## config.mk

```make
export PLATFORM = sky130hd
export DESIGN_NAME = copperv_read_arbiter_flat
export DESIGN_NICKNAME = d
export VERILOG_FILES = /design/src/rtl/copperv_bus_pkg.sv /design/src/rtl/copperv_read_arbiter_if.sv /design/src/rtl/copperv_owner_fifo.sv /design/src/rtl/copperv_read_arbiter.sv /design/src/flat_wrapper.sv
export SDC_FILE = /design/constraint.sdc
export NUM_CORES = 1
export LEC_CHECK = 0
export CAP_MARGIN = 15
export CORE_ASPECT_RATIO = 0.8
export CORE_UTILIZATION = 29
export CTS_CLUSTER_SIZE = 40
export DETAILED_ROUTE_END_ITERATION = 6
export PLACE_DENSITY_LB_ADDON = 0.2
export RECOVER_POWER = 50
export REMOVE_ABC_BUFFERS = 1
export SYNTH_ARGS = -nofsm -noshare
export SYNTH_HDL_FRONTEND = slang
export SYNTH_SLANG_ARGS = --single-unit
```

## constraint.sdc

```tcl
create_clock -name clk -period 5.1 [get_ports clk]
set_input_delay 0.765 -clock clk [delete_from_list [all_inputs] [get_ports clk]]
set_output_delay 0.765 -clock clk [all_outputs]
set_load 0.02 [all_outputs]
```

## src/rtl/copperv_bus_pkg.sv

```systemverilog
// Shared bus types for the copperv core: read-owner IDs, arbiter lock states
// and the bus widths used by the core and its memory adapters.
package copperv_bus_pkg;

  localparam int BUS_ADDR_WIDTH = 32;
  localparam int BUS_DATA_WIDTH = 32;

  typedef enum logic {
    OWNER_INST = 1'b0,
    OWNER_DATA = 1'b1
  } owner_t;

  typedef enum logic {
    ARB_OPEN = 1'b0,
    ARB_HELD = 1'b1
  } arb_state_t;

  function automatic owner_t other_owner(input owner_t o);
    return (o == OWNER_INST) ? OWNER_DATA : OWNER_INST;
  endfunction

endpackage

```

## src/rtl/copperv_read_arbiter_if.sv

```systemverilog
// One read channel: valid/ready address request plus valid/ready response.
// The master issues addresses and accepts responses; the slave serves them.
interface copperv_read_arbiter_if
  import copperv_bus_pkg::*;
#(
  parameter int ADDR_WIDTH = BUS_ADDR_WIDTH,
  parameter int DATA_WIDTH = BUS_DATA_WIDTH
);
  logic                  raddr_valid;
  logic                  raddr_ready;
  logic [ADDR_WIDTH-1:0] raddr;
  logic                  rdata_valid;
  logic                  rdata_ready;
  logic [DATA_WIDTH-1:0] rdata;

  modport master (
    output raddr_valid, raddr, rdata_ready,
    input  raddr_ready, rdata_valid, rdata
  );

  modport slave (
    input  raddr_valid, raddr, rdata_ready,
    output raddr_ready, rdata_valid, rdata
  );
endinterface

```

## src/rtl/copperv_owner_fifo.sv

```systemverilog
// In-order FIFO of read owners; the head names the channel that owns the next
// memory response. DEPTH must be a power of two so the pointers wrap naturally.
module copperv_owner_fifo
  import copperv_bus_pkg::*;
#(
  parameter  int DEPTH = 4,
  localparam int PTR_W = $clog2(DEPTH),
  localparam int CNT_W = PTR_W + 1
) (
  input  logic             clk,
  input  logic             rst,
  input  logic             push,
  input  owner_t           push_owner,
  input  logic             pop,
  output logic             full,
  output logic             empty,
  output logic [CNT_W-1:0] count,
  output owner_t           head
);

  logic [PTR_W-1:0] wr_ptr_reg;
  logic [PTR_W-1:0] rd_ptr_reg;
  logic [CNT_W-1:0] count_reg;
  owner_t           mem [DEPTH];
  logic             push_ok;
  logic             pop_ok;

  assign full    = (count_reg == CNT_W'(DEPTH));
  assign empty   = (count_reg == '0);
  assign push_ok = push && !full;
  assign pop_ok  = pop && !empty;
  assign count   = count_reg;
  assign head    = mem[rd_ptr_reg];

  always_ff @(posedge clk or negedge rst) begin
    if (!rst) begin
      wr_ptr_reg <= '0;
      rd_ptr_reg <= '0;
      count_reg  <= '0;
    end else begin
      if (push_ok) wr_ptr_reg <= wr_ptr_reg + 1'b1;
      if (pop_ok)  rd_ptr_reg <= rd_ptr_reg + 1'b1;
      case ({push_ok, pop_ok})
        2'b10:   count_reg <= count_reg + 1'b1;
        2'b01:   count_reg <= count_reg - 1'b1;
        default: count_reg <= count_reg;
      endcase
    end
  end

  // Storage needs no reset: entries are only read while count is non-zero.
  always_ff @(posedge clk) begin
    if (push_ok) mem[wr_ptr_reg] <= push_owner;
  end

endmodule

```

## src/rtl/copperv_read_arbiter.sv

```systemverilog
// Shares one memory read port between instruction fetch and data load:
// combinational address arbitration with stall lock, in-order response routing.
module copperv_read_arbiter
  import copperv_bus_pkg::*;
#(
  parameter  int ADDR_WIDTH      = BUS_ADDR_WIDTH,
  parameter  int DATA_WIDTH      = BUS_DATA_WIDTH,
  parameter  int MAX_OUTSTANDING = 4,
  parameter  int DATA_PRIORITY   = 0,
  localparam int CNT_W           = $clog2(MAX_OUTSTANDING) + 1
) (
  input  logic                   clk,
  input  logic                   rst,
  copperv_read_arbiter_if.slave  i_bus,
  copperv_read_arbiter_if.slave  d_bus,
  copperv_read_arbiter_if.master m_bus,
  output logic [CNT_W-1:0]       outstanding,
  output logic                   spurious_resp
);

  arb_state_t            state_reg, state_next;
  owner_t                held_reg, held_next;
  owner_t                rr_reg, rr_next;
  logic                  spurious_reg, spurious_next;

  owner_t                grant;
  logic                  grant_req;
  logic                  fifo_full;
  logic                  fifo_empty;
  owner_t                head;
  logic                  push;
  logic                  pop;
  logic [ADDR_WIDTH-1:0] addr_sel;
  logic [DATA_WIDTH-1:0] resp_data;

  always_comb begin
    grant = OWNER_INST;
    if (state_reg == ARB_HELD) begin
      grant = held_reg;
    end else if (i_bus.raddr_valid && d_bus.raddr_valid) begin
      // rr_reg names the channel favoured on the next conflict
      grant = (DATA_PRIORITY != 0) ? OWNER_DATA : rr_reg;
    end else if (d_bus.raddr_valid) begin
      grant = OWNER_DATA;
    end
  end

  assign grant_req = (grant == OWNER_DATA) ? d_bus.raddr_valid : i_bus.raddr_valid;
  assign addr_sel  = (grant == OWNER_DATA) ? d_bus.raddr : i_bus.raddr;

  assign m_bus.raddr_valid = grant_req && !fifo_full;
  assign m_bus.raddr       = addr_sel;
  assign i_bus.raddr_ready = m_bus.raddr_valid && (grant == OWNER_INST) && m_bus.raddr_ready;
  assign d_bus.raddr_ready = m_bus.raddr_valid && (grant == OWNER_DATA) && m_bus.raddr_ready;
  assign push              = m_bus.raddr_valid && m_bus.raddr_ready;

  always_comb begin
    state_next = state_reg;
    held_next  = held_reg;
    rr_next    = rr_reg;
    if (push) rr_next = other_owner(grant);
    case (state_reg)
      ARB_OPEN: begin
        if (m_bus.raddr_valid && !m_bus.raddr_ready) begin
          state_next = ARB_HELD;
          held_next  = grant;
        end
      end
      ARB_HELD: begin
        if (push || !m_bus.raddr_valid) state_next = ARB_OPEN;
      end
      default: state_next = ARB_OPEN;
    endcase
  end

  // With nothing outstanding, any response is swallowed and flagged.
  assign resp_data         = m_bus.rdata;
  assign i_bus.rdata       = resp_data;
  assign d_bus.rdata       = resp_data;
  assign i_bus.rdata_valid = !fifo_empty && (head == OWNER_INST) && m_bus.rdata_valid;
  assign d_bus.rdata_valid = !fifo_empty && (head == OWNER_DATA) && m_bus.rdata_valid;
  assign m_bus.rdata_ready = fifo_empty ? m_bus.rdata_valid
                           : ((head == OWNER_DATA) ? d_bus.rdata_ready : i_bus.rdata_ready);
  assign pop               = !fifo_empty && m_bus.rdata_valid && m_bus.rdata_ready;
  assign spurious_next     = fifo_empty && m_bus.rdata_valid;
  assign spurious_resp     = spurious_reg;

  always_ff @(posedge clk or negedge rst) begin
    if (!rst) begin
      state_reg    <= ARB_OPEN;
      held_reg     <= OWNER_INST;
      rr_reg       <= OWNER_DATA;
      spurious_reg <= 1'b0;
    end else begin
      state_reg    <= state_next;
      held_reg     <= held_next;
      rr_reg       <= rr_next;
      spurious_reg <= spurious_next;
    end
  end

  copperv_owner_fifo #(
    .DEPTH (MAX_OUTSTANDING)
  ) u_owner_fifo (
    .clk        (clk),
    .rst        (rst),
    .push       (push),
    .push_owner (grant),
    .pop        (pop),
    .full       (fifo_full),
    .empty      (fifo_empty),
    .count      (outstanding),
    .head       (head)
  );

endmodule

```

## src/flat_wrapper.sv

```systemverilog
// flat-port wrapper written by rule: the top's interface ports become plain ports
module copperv_read_arbiter_flat import copperv_bus_pkg::*;
#(
  parameter  int ADDR_WIDTH      = BUS_ADDR_WIDTH,
  parameter  int DATA_WIDTH      = BUS_DATA_WIDTH,
  parameter  int MAX_OUTSTANDING = 4,
  parameter  int DATA_PRIORITY   = 0,
  localparam int CNT_W           = $clog2(MAX_OUTSTANDING) + 1
)
  (clk, rst, outstanding, spurious_resp, i_bus_raddr_valid, i_bus_raddr, i_bus_rdata_ready, i_bus_raddr_ready, i_bus_rdata_valid, i_bus_rdata, d_bus_raddr_valid, d_bus_raddr, d_bus_rdata_ready, d_bus_raddr_ready, d_bus_rdata_valid, d_bus_rdata, m_bus_raddr_valid, m_bus_raddr, m_bus_rdata_ready, m_bus_raddr_ready, m_bus_rdata_valid, m_bus_rdata);
  copperv_read_arbiter_if #(.ADDR_WIDTH(ADDR_WIDTH), .DATA_WIDTH(DATA_WIDTH)) i_bus_i ();
  copperv_read_arbiter_if #(.ADDR_WIDTH(ADDR_WIDTH), .DATA_WIDTH(DATA_WIDTH)) d_bus_i ();
  copperv_read_arbiter_if #(.ADDR_WIDTH(ADDR_WIDTH), .DATA_WIDTH(DATA_WIDTH)) m_bus_i ();
  input  logic clk;
  input  logic rst;
  output logic [CNT_W-1:0] outstanding;
  output logic spurious_resp;
  input wire logic [$bits(i_bus_i.raddr_valid)-1:0] i_bus_raddr_valid;
  input wire logic [$bits(i_bus_i.raddr)-1:0] i_bus_raddr;
  input wire logic [$bits(i_bus_i.rdata_ready)-1:0] i_bus_rdata_ready;
  output wire logic [$bits(i_bus_i.raddr_ready)-1:0] i_bus_raddr_ready;
  output wire logic [$bits(i_bus_i.rdata_valid)-1:0] i_bus_rdata_valid;
  output wire logic [$bits(i_bus_i.rdata)-1:0] i_bus_rdata;
  input wire logic [$bits(d_bus_i.raddr_valid)-1:0] d_bus_raddr_valid;
  input wire logic [$bits(d_bus_i.raddr)-1:0] d_bus_raddr;
  input wire logic [$bits(d_bus_i.rdata_ready)-1:0] d_bus_rdata_ready;
  output wire logic [$bits(d_bus_i.raddr_ready)-1:0] d_bus_raddr_ready;
  output wire logic [$bits(d_bus_i.rdata_valid)-1:0] d_bus_rdata_valid;
  output wire logic [$bits(d_bus_i.rdata)-1:0] d_bus_rdata;
  output wire logic [$bits(m_bus_i.raddr_valid)-1:0] m_bus_raddr_valid;
  output wire logic [$bits(m_bus_i.raddr)-1:0] m_bus_raddr;
  output wire logic [$bits(m_bus_i.rdata_ready)-1:0] m_bus_rdata_ready;
  input wire logic [$bits(m_bus_i.raddr_ready)-1:0] m_bus_raddr_ready;
  input wire logic [$bits(m_bus_i.rdata_valid)-1:0] m_bus_rdata_valid;
  input wire logic [$bits(m_bus_i.rdata)-1:0] m_bus_rdata;
  assign i_bus_i.raddr_valid = i_bus_raddr_valid;
  assign i_bus_i.raddr = i_bus_raddr;
  assign i_bus_i.rdata_ready = i_bus_rdata_ready;
  assign i_bus_raddr_ready = i_bus_i.raddr_ready;
  assign i_bus_rdata_valid = i_bus_i.rdata_valid;
  assign i_bus_rdata = i_bus_i.rdata;
  assign d_bus_i.raddr_valid = d_bus_raddr_valid;
  assign d_bus_i.raddr = d_bus_raddr;
  assign d_bus_i.rdata_ready = d_bus_rdata_ready;
  assign d_bus_raddr_ready = d_bus_i.raddr_ready;
  assign d_bus_rdata_valid = d_bus_i.rdata_valid;
  assign d_bus_rdata = d_bus_i.rdata;
  assign m_bus_raddr_valid = m_bus_i.raddr_valid;
  assign m_bus_raddr = m_bus_i.raddr;
  assign m_bus_rdata_ready = m_bus_i.rdata_ready;
  assign m_bus_i.raddr_ready = m_bus_raddr_ready;
  assign m_bus_i.rdata_valid = m_bus_rdata_valid;
  assign m_bus_i.rdata = m_bus_rdata;
  copperv_read_arbiter #(.ADDR_WIDTH(ADDR_WIDTH), .DATA_WIDTH(DATA_WIDTH), .MAX_OUTSTANDING(MAX_OUTSTANDING), .DATA_PRIORITY(DATA_PRIORITY)) u_core (.clk(clk), .rst(rst), .i_bus(i_bus_i), .d_bus(d_bus_i), .m_bus(m_bus_i), .outstanding(outstanding), .spurious_resp(spurious_resp));
endmodule
```

==> summary.txt, run 1 <==
Run status
  • Status: finished clean

Synthesis
  • FFs w/ async S/R, synth: 73.3%
  • Yosys top cell area share: 28.3%
  • Number of enable-type register cells in the synthesized netlist: 4
  • Predominant post-synthesis flop cell: dfrtp_1
  • Cell accounting for the most synthesized area: buf_4
  • Synth Cell Area: 1700 sq um
  • Most common library cells after synthesis: buf_4 (64), mux2_2 (32), dfrtp_1 (10)
  • Cells after Synth: 175
  • Cell variety after synth: 30
  • Top-count cell post-synth: buf_4
  • Mean Syn Cell Area: 9.71 sq um
  • Syn. warnings: 0
  • Seq cells post-synth: 15
  • Top cells by area, synth: buf_4 (28%), mux2_2 (21%), dfrtp_1 (15%)
  • Seq/Total Area, Yosys: 23.3%

Worst setup path
  • Nature of the critical path endpoint: output port
  • R2R cell count: 11
  • Worst R2R Start: u_core.u_owner_fifo.count[0]
  • Critical Path Start Type: primary input
  • Reg-to-reg slack, setup: 2.60 ns
  • Worst Setup Path Type: in -> out
  • Arrival @ worst endpoint: 3.00 ns
  • CP max FO: 35
  • Worst path required time: 4.34 ns
  • Reg-to-Reg End: u_core.u_owner_fifo.count[2]

Final layout
  • Synthesis-to-finish area growth: 45.9%
  • Diodes inserted: 0
  • Fin util: 44.6%
  • Max FFs per register: 4
  • Share of cells above drive strength 1: 20.0%
  • Final nets: 336
  • Fillers: 528

Clock tree
  • Worst skew pair latency: 0.25 ns
  • CTS tree: done
  • CTS max path bufs: 2
  • Clk slew on worst S/H paths: 0.06 ns
  • Root buf cell: clkbuf_8
  • Clock sinks: 15
  • Total CTS buffers: 3
  • Cts hold-fix bufs: 0
  • Post-CTS Setup Inserts: 0
  • H-tree depth: 1
  • # resized after CTS: 0

Global route
  • Largest net degree at the start of global routing: 36
  • Vias in the first global route: 1586
  • First-pass GRT wire length: 9600 microns
  • Antenna violations before repair: 0
  • Global Route Usage Sum: 21.9%
  • GR Overflow Total: 0

Placement
  • Dpl ws: 1.32 ns
  • Port Buffer Count: 113
  • Gpl congestion: 0.806
  • Placed wire-length estimate: 5760 microns

Pwr
  • Maximum VDD drop: 0.107 mV
  • Pwr Density: 398 nW/um^2
  • Leak: 1.00 nW

Min path
  • Worst Min Path Start: u_core.u_owner_fifo.count[2]
  • Worst hold stages: 1
  • Hold Path Class: reg -> reg
  • Hold endpoint: u_core.u_owner_fifo.count[2]

Detailed routing
  • DRT Pass-1 Iters: 4
  • Detail Route Antenna Nets: 0
  • Routed WL: 6630 microns
  • DRC viols: 0
  • Via count: 1415
  • Avg Vias per Cell: 4.67
  • Detailed Route Iter0 Violations: 98
  • Wire per inst: 21.9 microns

Timing
  • Relative slew slack: 60.6%
  • # setup viols final: 0
  • Final WS setup: 1.34 ns
  • RSZ-0062 raised after global routing: false
  • Min Tclk post-route: 3.76 ns
  • Fmax: 266 MHz
  • Number of slew-limit violations in the final report: 0
  • Final hold viol count: 0
  • Crit share post-route: 73.8%
  • Worst hold slack: 0.516 ns
  • Slew @ Worst Pin: 0.589 ns
  • Skew final: 0.00230 ns
  • Post-Route Setup TNS: 0 ns

Floorplanning
  • Die H: 70.5 microns
  • I/O Pins: 210
  • Die width: 87.6 microns
  • Floorplan row count: 24
  • Initial core utilization: 30.6%
  • Core area: 5560 sq um
  • Die footprint: 6170 sq um

Flow run
  • Number of max-cap violations: 0
[cells by family (layout without fill, tap and decap cells)]
logic type | Yosys count | count (layout) | synth area share, %
muxes | 40 | 40 | 26.2
and+or+nand+nor | 21 | 21 | 7.00
AOI/OAI and AO/OA | 10 | 10 | 4.20
xor gates and xnor gates | 5 | 5 | 2.58
buffers and inverters | 78 | 128 | 31.8
adders and majority gates | 6 | 6 | 4.86
DFF | 15 | 15 | 23.3
[final cells by class]
cell class,count,area [sq um],area share (%)
repair buffers,114,1140,45.9
inverters,10,40.0,1.61
clock buffers,4,45.0,1.82
flip-flops and latches,15,397,16.0
multi-input cells,82,762,30.7
well taps,78,97.6,3.94
[stage by stage]
stage	cells	total power, mW	area, sq um
3_5_place_dp	299	0.892	2430
3_3_place_gp	299	0.891	2430
2_1_floorplan	107	0.600	1200
6_report	303	0.987	2480
4_1_cts	303	1.00	2480
5_1_grt	303	1.06	2480
[worst max-delay path, stage by stage]
cell and delay [ns]:
clkdlybuf4s50_1 0.48, inv_1 0.04, o21ai_0 0.22, o21a_1 0.14, buf_4 0.38, mux2_2 0.39, clkdlybuf4s50_1 0.56
[layout by cell type (no fill, tap or decap), types with 2 or more instances in the layout]
| master | n |
|---|---|
| clkdlybuf4s50_1 | 111 |
| mux2_2 | 32 |
| dfrtp_1 | 10 |
| inv_1 | 9 |
| nor2_1 | 8 |
| mux2i_1 | 7 |
| ha_1 | 5 |
| and3_2 | 4 |
| edfxtp_1 | 4 |
| o21ai_0 | 3 |
| xor2_1 | 3 |
| clkbuf_8 | 3 |
| nand2_1 | 2 |
| or3b_1 | 2 |
| o31ai_1 | 2 |
| xnor2_1 | 2 |
| dlygate4sd3_1 | 2 |
[per-layer routing]
metal	track usage, %	vias up	share of wire, %	wire (microns)
met2	31.7	142	41	2730
met5	6.36	-	0	0
met1	22.5	646	36	2390
li1	-	622	-	-
met3	21.3	5	22	1480
met4	3.83	0	0.56	37
[power breakdown]
group / internal [mW] / switching (mW) / leakage, nW
clock network: 0.0554 / 0.0435 / 0.0228
registers: 0.176 / 0.0404 / 0.169
logic: 0.356 / 0.315 / 0.813
total: 0.588 / 0.399 / 1.00
[worst max-delay path by stage]
stage / start / endpoint / slack, ns / cells past startpoint
2_1_floorplan: i_bus_raddr_valid / i_bus_raddr_ready / 1.95 / 5
3_3_place_gp: i_bus_raddr_valid / m_bus_raddr[23] / 1.33 / 7
3_5_place_dp: i_bus_raddr_valid / m_bus_raddr[23] / 1.32 / 7
4_1_cts: i_bus_raddr_valid / m_bus_raddr[23] / 1.31 / 7
5_1_grt: i_bus_raddr_valid / i_bus_raddr_ready / 1.12 / 8
6_report: i_bus_raddr_valid / m_bus_raddr[2] / 1.34 / 7
No activity file was read; power rests on OpenSTA's default activity.
==> inputs of run 2 (changes only) <==
CORE_UTILIZATION = 27   (was 29)
clock period = 3.8 ns   (was 5.1 ns; I/O delays follow)
==> summary.txt, run 2 (synthesized netlist as in run 1, its figures left out) <==
Worst setup path
  • CP max stage delay: 0.56 ns
  • Worst Setup Path Type: in -> out
  • Arrival @ worst endpoint: 2.68 ns
  • Reg-to-reg slack, setup: 1.27 ns
  • Nature of the critical path endpoint: output port
  • Most frequent CP cell: clkdlybuf4s50_1
  • CP max FO: 35
  • Crit-path cells: clkdlybuf4s50_1 -> inv_1 -> o21ai_0 -> o21a_1 -> buf_12 -> mux2_2 -> clkdlybuf4s50_1
  • Critical Path Start Type: primary input
  • Worst path required time: 3.23 ns
  • Slowest CP cell: clkdlybuf4s50_1

Detailed routing
  • Routed met2 length: 2390 microns
  • DRT Pass-1 Iters: 4
  • Metal1 wirelength: 2310 microns
  • Met3 WL: 1460 microns
  • Detailed Route Iter0 Violations: 18
  • Wire per inst: 20.4 microns
  • Routed WL: 6240 microns
  • Via count: 1399
  • Avg Vias per Cell: 4.57
  • Highest Signal Layer: met5
  • Detail Route Antenna Nets: 0
  • DRC viols: 0

Final layout
  • Max FFs per register: 4
  • Final nets: 336
  • Share of cells above drive strength 1: 20.0%
  • Most frequent cells in the layout: clkdlybuf4s50_1 (112), mux2_2 (32), dfrtp_1 (10)
  • Commonest non-fill, non-tap cell in the layout: clkdlybuf4s50_1
  • Synthesis-to-finish area growth: 46.9%
  • Diodes inserted: 0

Timing
  • Min Tclk post-route: 3.25 ns
  • Post-Route Setup TNS: 0 ns
  • Number of slew-limit violations in the final report: 0
  • Slew @ Worst Pin: 0.552 ns
  • Fmax: 308 MHz
  • Relative slew slack: 63.1%
  • Skew final: 0.00393 ns
  • Crit share post-route: 85.5%
  • Final hold viol count: 0
  • Final WS setup: 0.552 ns
  • # setup viols final: 0
  • RSZ-0062 raised after global routing: false

Global route
  • GR Overflow Total: 0
  • Antenna violations before repair: 0
  • Vias in the first global route: 1503
  • Largest net degree at the start of global routing: 36
  • Global Route Usage Sum: 18.8%
  • First-pass GRT wire length: 9110 microns

Placement
  • Gpl congestion: 0.711
  • Dpl ws: 0.551 ns
  • Port Buffer Count: 113
  • Placed wire-length estimate: 5280 microns

Pwr
  • Pwr Density: 532 nW/um^2
  • Maximum VDD drop: 0.178 mV
  • Leak: 1.01 nW

Run status
  • Status: finished clean

Clock tree
  • # resized after CTS: 0
  • CTS tree: done
  • Post-CTS Setup Inserts: 0
  • CTS max path bufs: 2
  • H-tree depth: 1
  • Total CTS buffers: 3
  • Clock sinks: 15
  • Worst skew pair latency: 0.24 ns
  • Cts hold-fix bufs: 0
  • Root buf cell: clkbuf_8
  • Clk slew on worst S/H paths: 0.06 ns

Floorplanning
  • Floorplan row count: 25
  • Die footprint: 6620 sq um
  • Initial core utilization: 28.4%
  • Core area: 5970 sq um
  • Die H: 73.0 microns
  • I/O Pins: 210
  • Die width: 90.7 microns

Min path
  • Hold Path Class: reg -> reg

Flow run
  • Number of max-cap violations: 0
run 2: path summary, 6_finish.rpt:
| path | start | to | depth (start not counted) |
|---|---|---|---|
| setup / recovery | i_bus_raddr_valid | m_bus_raddr[8] | 7 |
| hold / removal | u_core.u_owner_fifo.count[2] | u_core.u_owner_fifo.count[2] | 1 |
| setup reg to reg | u_core.u_owner_fifo.count[0] | u_core.u_owner_fifo.count[2] | 11 |
| hold reg to reg | u_core.u_owner_fifo.count[2] | u_core.u_owner_fifo.count[2] | 1 |
| max in group asynchronous | rst | u_core.rr_reg | 1 |
| min in group asynchronous | rst | u_core.u_owner_fifo.rd_ptr_reg[0] | 1 |
run 2: power breakdown:
group	internal [mW]	leakage (nW)	switching, mW
Sequential	0.236	0.169	0.0538
Clock	0.0741	0.0228	0.0527
Combinational	0.488	0.818	0.423
Total	0.798	1.01	0.529
run 2: cell type report:
type	instances	area [sq um]
timing repair buffer	114	1150
sequential	15	397
inverter	10	40.0
tap	81	101
clock buffer	4	45.0
multi-input combinational	82	762
fill	568	3480
run 2: layer usage:
layer | GRT usage, % | vias to the layer above
met4 | 1.97 | 2
met5 | 9.09 | -
met3 | 20.8 | 6
met2 | 24.8 | 146
li1 | - | 620
met1 | 19.7 | 625
run 2: critical path, delay by kind of cell:
family	cells	cell delay (ns)
buffers and inverters	4	1.30
AO/OA/AOI/OAI	2	0.42
multiplexers	1	0.36
run 2: metrics by stage:
stage / hold slack, ns / total power [mW] / area (sq um) / cells / utilization, %
CTS: 0.516 / 1.34 / 2500 / 306 / 41.8
global route: 0.532 / 1.42 / 2500 / 306 / 41.8
detailed placement: 0.504 / 1.21 / 2450 / 302 / 41.0
floorplan: 0.274 / 0.805 / 1200 / 107 / -
finish: 0.527 / 1.33 / 2500 / 306 / 41.8
global placement: 0.496 / 1.21 / 2450 / 302 / 41.0
